$ cat src/rtl/uart_tx_serializer.sv
`default_nettype none
// ============================================================================
//  Module   : uart_tx_serializer
//  Purpose  : Pops bytes from an upstream TX FIFO and sends 8N1 UART frames
//             (8E1 when UART_TX_PARITY_EN is defined).
//  Revision : 1.0 - initial release
// ============================================================================
module uart_tx_serializer #(
    parameter int CLKS_PER_BIT = 16
) (
    input  logic       clk,
    input  logic       rst,
    input  logic [7:0] fifo_data_in,
    input  logic       fifo_empty,
    output logic       fifo_read_en,
    input  logic       tx_en,
    output logic       tx_out,
    output logic       tx_busy
);

    localparam int                BAUD_W    = (CLKS_PER_BIT > 1) ? $clog2(CLKS_PER_BIT) : 1;
    localparam logic [BAUD_W-1:0] BAUD_LAST = BAUD_W'(CLKS_PER_BIT - 1);

    localparam logic [2:0] IDLE   = 3'd0;
    localparam logic [2:0] FETCH  = 3'd1;
    localparam logic [2:0] LOAD   = 3'd2;
    localparam logic [2:0] START  = 3'd3;
    localparam logic [2:0] DATA   = 3'd4;
`ifdef UART_TX_PARITY_EN
    localparam logic [2:0] PARITY = 3'd5;
`endif
    localparam logic [2:0] STOP   = 3'd6;

    logic [2:0]        r_state;
    logic [BAUD_W-1:0] r_baud;
    logic [2:0]        r_bit_idx;
    logic [7:0]        r_shift;
    logic              r_tx;
`ifdef UART_TX_PARITY_EN
    logic              r_parity;
`endif

    logic              w_baud_done;
    logic [BAUD_W-1:0] w_baud_nxt;

    assign w_baud_done = (r_baud == BAUD_LAST);
    assign w_baud_nxt  = w_baud_done ? '0 : r_baud + BAUD_W'(1);

    // tx_out is loaded on state entry, so the line always matches the current state.
    always_ff @(posedge clk) begin
        if (rst) begin
            r_state   <= IDLE;
            r_baud    <= '0;
            r_bit_idx <= '0;
            r_shift   <= '0;
            r_tx      <= 1'b1;
`ifdef UART_TX_PARITY_EN
            r_parity  <= 1'b0;
`endif
        end else begin
            case (r_state)
                IDLE: begin
                    r_baud <= '0;
                    r_tx   <= 1'b1;
                    if (tx_en && !fifo_empty) begin
                        r_state <= FETCH;
                    end
                end
                FETCH: begin
                    r_state <= LOAD;
                end
                LOAD: begin
                    r_shift   <= fifo_data_in;
                    r_bit_idx <= '0;
`ifdef UART_TX_PARITY_EN
                    r_parity  <= ^fifo_data_in;
`endif
                    r_tx      <= 1'b0;
                    r_state   <= START;
                end
                START: begin
                    r_baud <= w_baud_nxt;
                    if (w_baud_done) begin
                        r_tx    <= r_shift[0];
                        r_state <= DATA;
                    end
                end
                DATA: begin
                    r_baud <= w_baud_nxt;
                    if (w_baud_done) begin
                        if (r_bit_idx == 3'd7) begin
`ifdef UART_TX_PARITY_EN
                            r_tx    <= r_parity;
                            r_state <= PARITY;
`else
                            r_tx    <= 1'b1;
                            r_state <= STOP;
`endif
                        end else begin
                            r_bit_idx <= r_bit_idx + 3'd1;
                            r_shift   <= {1'b0, r_shift[7:1]};
                            r_tx      <= r_shift[1];
                        end
                    end
                end
`ifdef UART_TX_PARITY_EN
                PARITY: begin
                    r_baud <= w_baud_nxt;
                    if (w_baud_done) begin
                        r_tx    <= 1'b1;
                        r_state <= STOP;
                    end
                end
`endif
                STOP: begin
                    r_baud <= w_baud_nxt;
                    r_tx   <= 1'b1;
                    if (w_baud_done) begin
                        r_state <= IDLE;
                    end
                end
                default: begin
                    r_state <= IDLE;
                    r_baud  <= '0;
                    r_tx    <= 1'b1;
                end
            endcase
        end
    end

    assign fifo_read_en = (r_state == FETCH);
    assign tx_busy      = (r_state != IDLE);
    assign tx_out       = r_tx;

endmodule
`default_nettype wire
$ cat config.mk
export PLATFORM = sky130hd
export DESIGN_NAME = uart_tx_serializer
export DESIGN_NICKNAME = d
export VERILOG_FILES = /design/src/rtl/uart_tx_serializer.sv
export SDC_FILE = /design/constraint.sdc
export NUM_CORES = 1
export LEC_CHECK = 0
export CELL_PAD_IN_SITES_DETAIL_PLACEMENT = 2
export CELL_PAD_IN_SITES_GLOBAL_PLACEMENT = 2
export CORE_UTILIZATION = 32
export DETAILED_ROUTE_END_ITERATION = 8
export HOLD_SLACK_MARGIN = 0.12
export PLACE_DENSITY_LB_ADDON = 0.1
export RECOVER_POWER = 50
export SKIP_LAST_GASP = 1
export SLEW_MARGIN = 0
export SYNTH_ARGS = -nofsm -noshare
export SYNTH_HDL_FRONTEND = slang
export SYNTH_SLANG_ARGS = --single-unit
$ cat constraint.sdc
create_clock -name clk -period 2.77 [get_ports clk]
set_input_delay 0.277 -clock clk [delete_from_list [all_inputs] [get_ports clk]]
set_output_delay 0.277 -clock clk [all_outputs]
set_load 0.03 [all_outputs]
### After elaboration in Yosys (flattened, before gate mapping)

Index checks and enable logic that the tools add are counted.

* flip-flop bits (word level): 19
* latch bits: 0
* bits in writable memories: 0
* memory bits (read-only): 0
* input port bits: 12
* output and inout bits: 3
* word-level logic and storage cells: 49
* memories: 0

* $add $sub $neg: 2
* $mul: 0
* divide/modulo/power cells: 0
* order comparisons: 0
* eq/ne operators: 13
* shift-type cells: 0
* muxes and demuxes: 18
* bitwise gates (word level): 1
* reduce and logical (&&, ||, !) cells: 10

Operators by type and width (count)
* 3-bit two-way mux: 7
* 3-bit case mux with 6 select lines: 1
* 8-bit two-way mux: 2
* 8-bit case mux with 2 select lines: 1
* 2-bit != test (second input constant): 6
* 3-bit equality test (second input constant): 3
* 4-bit case mux with 2 select lines: 1
* 3-bit by 2-bit equality test with 1-bit output (second input constant): 2
* 3-bit case mux with 2 select lines: 1
* 3-bit AND reduction: 2
* 5-bit AND reduction: 1
* 4-bit by 1-bit adder with 4-bit output (second input constant): 1
* 4-bit equality test (second input constant): 1
* 4-bit two-way mux: 1
* 1-bit case mux with 4 select lines: 1
* 3-bit by 1-bit adder with 3-bit output (second input constant): 1
* 3-bit by 1-bit equality test with 1-bit output (second input constant): 1
* 3-bit zero test: 1
* 1-bit two-way mux: 3
* 3-bit nonzero test: 1
* 3-bit OR reduction: 1
* 2-bit nonzero test: 1
* 2-bit OR reduction: 1
* 1-bit logical AND: 1
* 2 further kinds: 2

### Depth between registers and ports, before layout

* depth after elaboration: 4
* mapped depth: 6
* mapped depth without buffers: 6

### Worst setup path after synthesis

Ideal clock, no wire load.

* path type: flip-flop to flip-flop
* start: reg r_bit_idx[0]
* end: reg r_bit_idx[0]
* arrival time: 1.814 ns
* path slack: 0.835 ns
* cell stages (with the launch flop): 7
* clock period less this slack: 1.935 ns
* cells stage by stage: dfxtp_1 -> ha_1 -> ha_1 -> or3b_4 -> a221oi_4 -> nor2_2 -> mux2_4

* word-level cells in the longest chain between the ends: 4

Ends and longest elaborated chain
* start: declaration: line 36 `logic [2:0] r_bit_idx;`
* start signal: assignment: line 100 `r_bit_idx <= r_bit_idx + 3'd1;`
* 3-bit by 1-bit adder with 3-bit output: line 100
* 3-bit two-way mux: line 91 `if (r_bit_idx == 3'd7) begin`
* 3-bit two-way mux: line 90 `if (w_baud_done) begin`
* 3-bit case mux with 2 select lines: line 61 `case (r_state)`

Parallel ways exist; a longest one is shown, timed or not. The select of a mux whose other input is x is not followed.
A chain may end at the register's enable or synchronous reset.

### Worst setup path in the final report

Same ends and word-level chain as after synthesis.

==> results.toml <==
[cts]
clock_latency_ns = 0.29
clock-sinks = 19
cts_buffers = 3
cts_buffer_depth = 2
cts.htree.levels = 1
post-cts-setup-buffer-count = 0
post_cts_resize_count = 0
hold_buffers = 0
clk_pin_slew_ns = 0.11
root_buffer = "clkbuf_4"
cts_tree = "done"

[sta]
post-route-period-util_pct = 81.8
slew_headroom_pct = 51.2
finalHoldViolations = 0
setup_tns_ns = 0
max_freq_mhz = 441
slew_viol_final = 0
tightest_slew_ns = 0.730
fin_skew_ns = 0.00640
min_period_ns = 2.27
setup_viol = 0
rsz0062_at_grt = "no"

[placement]
hpwl_mm = 1.88
numPortBuffers = 14
place_congestion = 0.719

[finish]
mostFrequentLayoutCells = "dfxtp_1, clkdlybuf4s50_1, nor2_1"
syn2layout_area_growth_pct = 17.4
nFillCells = 371
layout_commonest_cell = "dfxtp_1"
postLayoutCoreUtil_pct = 39.9
antenna_cells = 0
nets = 146
drive_above_1_share_pct = 6.92

[critical_path]
max_stage_delay_ns = 0.57
cp_max_fo = 8
critPathSlowestCell = "a221oi_2"
start_kind = "flop"
crit_type = "flop to flop"
cpMostUsedCell = "ha_1"
cp.required_ns = 2.97
crit_arrival_ns = 2.46
crit_chain = "ha_1, ha_1, or3b_1, a221oi_2, nor2_2, mux2_4"
cp-end-kind = "flop"

[routing]
wl_per_cell_um = 14.9
drt-initial-drc-count = 37
viasPerCell = 5.39
vias = 937
wirelength_mm = 2.59
antenna_left = 0
first_pass_iters = 3
route.detailed.drc = 0

[floorplanning]
die-area_um2 = 3470
std_cell_rows = 20
die-height_um = 58.9
placeableCoreArea_um2 = 3050
start_util_pct = 34.0
die_w_um = 58.9
io_pins = 15

[logic_synthesis]
syn_avg_cell_area_um2 = 8.79
syn_area_um2 = 1040
synth_edf_count = 0
synth-seq-area-share_pct = 36.7
yosysWarnings = 0
netlist_instances = 118
synthFlopType = "dfxtp_1"
synth_cell_types = 39
synth_fp_nets = 133
ys_async_sr_fraction_pct = 0
ys_seq_elements = 19

[grt]
antenna_found_initial = 0
grt_usage_pct = 16.4
grt_pass1_wl_mm = 4.33
grt_max_degree = 20
grt.overflow.total = 0
grt_pass1_vias = 965

[power_and_ir_drop]
switchingPower_mw = 0.146
swShare_pct = 27.4
powerDensity_nw_per_um2 = 437
internal-power_mw = 0.386
power_frac_comb_pct = 16.4
p_leak_nw = 0.439
pwr-share-seq_pct = 57.0
irDropWorstVdd_v = 0.000177
p_clk_share_pct = 26.6

[flow_run]
maxCapViolCount = 0

[worst_hold_path]
hp-class = "flop to flop"

[outcome]
status = "complete, no violations"
[worst paths after layout]
kind / endpoint / cells after the start / from / slack [ns]
max: r_bit_idx[0] / 6 / r_bit_idx[0] / 0.50
min: r_shift[7] / 1 / r_shift[7] / 0.49
max reg2reg: r_bit_idx[0] / 6 / r_bit_idx[0] / 0.50
min reg2reg: r_shift[7] / 1 / r_shift[7] / 0.49
[through the flow]
step	power [mW]	hold slack [ns]	cell area, um^2	worst slack, ns	cells
floorplan	0.365	0.431	1040	0.835	118
global placement	0.398	0.458	1210	0.696	170
detailed placement	0.401	0.466	1210	0.646	170
CTS	0.547	0.495	1230	0.511	174
global route	0.560	0.508	1220	0.349	174
finish	0.532	0.490	1220	0.505	174
[registers in the layout (all words and copies together), names as in the netlist]
signal and flops:
r_baud 4, r_bit_idx 3, r_shift 8, r_state 3, tx_out 1
[logic make-up (layout without fill, tap and decap cells)]
| group | after synthesis | in the layout | share of synthesized area (%) |
|---|---|---|---|
| and+or+nand+nor | 42 | 42 | 22.6 |
| AOI/OAI and AO/OA | 41 | 41 | 28.8 |
| DFF | 19 | 19 | 36.7 |
| buffers and inverters | 9 | 21 | 4.10 |
| adders and majority gates | 5 | 5 | 5.55 |
| xor gates and xnor gates | 1 | 1 | 0.845 |
| muxes | 1 | 1 | 1.45 |
[power by group through the flow]
stage	logic, mW	registers, mW	clock network, mW
2_1_floorplan	0.0667	0.299	0
3_3_place_gp	0.0887	0.309	0
3_5_place_dp	0.0905	0.310	0
4_1_cts	0.0911	0.304	0.152
5_1_grt	0.0955	0.306	0.158
6_report	0.0870	0.303	0.142
[routing by layer]
layer	share of wire (%)	routed length [um]	global-route usage, %	up-vias
li1	-	-	-	465
met4	0.31	8	4.08	0
met5	0	0	0	-
met1	48	1250	20.0	460
met3	2.3	60	2.20	2
met2	49	1270	30.0	10
[cell type report]
class                      count  area (um^2)  share of cell area, %
timing repair buffer          16          151                   12.4
multi-input combinational     90          601                   49.3
inverter                       1         3.75                  0.308
sequential                    19          380                   31.2
tap                           44         55.1                   4.52
clock buffer                   4         26.3                   2.16
[critical path: cells and delay by family (launching register included)]
family / cells / cell delay [ns]
AOI/OAI and AO/OA: 1 / 0.57
and+or+nand+nor: 2 / 0.52
adders and majority gates: 2 / 0.45
DFF: 1 / 0.35
muxes: 1 / 0.28
[cells in the mapped netlist, drive strengths merged, types with 2 or more instances]
cell type,n,area share (%)
maj3,2,1.9
nand2b,2,1.2
nand2,9,3.3
nor3b,2,2.5
ha,3,3.6
nand3,2,0.97
a21o,2,1.4
nor2,12,4.6
dfxtp,19,37
o22ai,7,4.2
o21ai,5,2.4
a211oi,9,6.5
nor3,4,2.4
a22oi,2,1.4
buf,3,1.9
a22o,3,2.5
and3,2,1.2
clkbuf,5,1.8
nor2b,4,2.4
a21oi,7,3.4
Note: power is estimated with default switching activity, not from simulation.
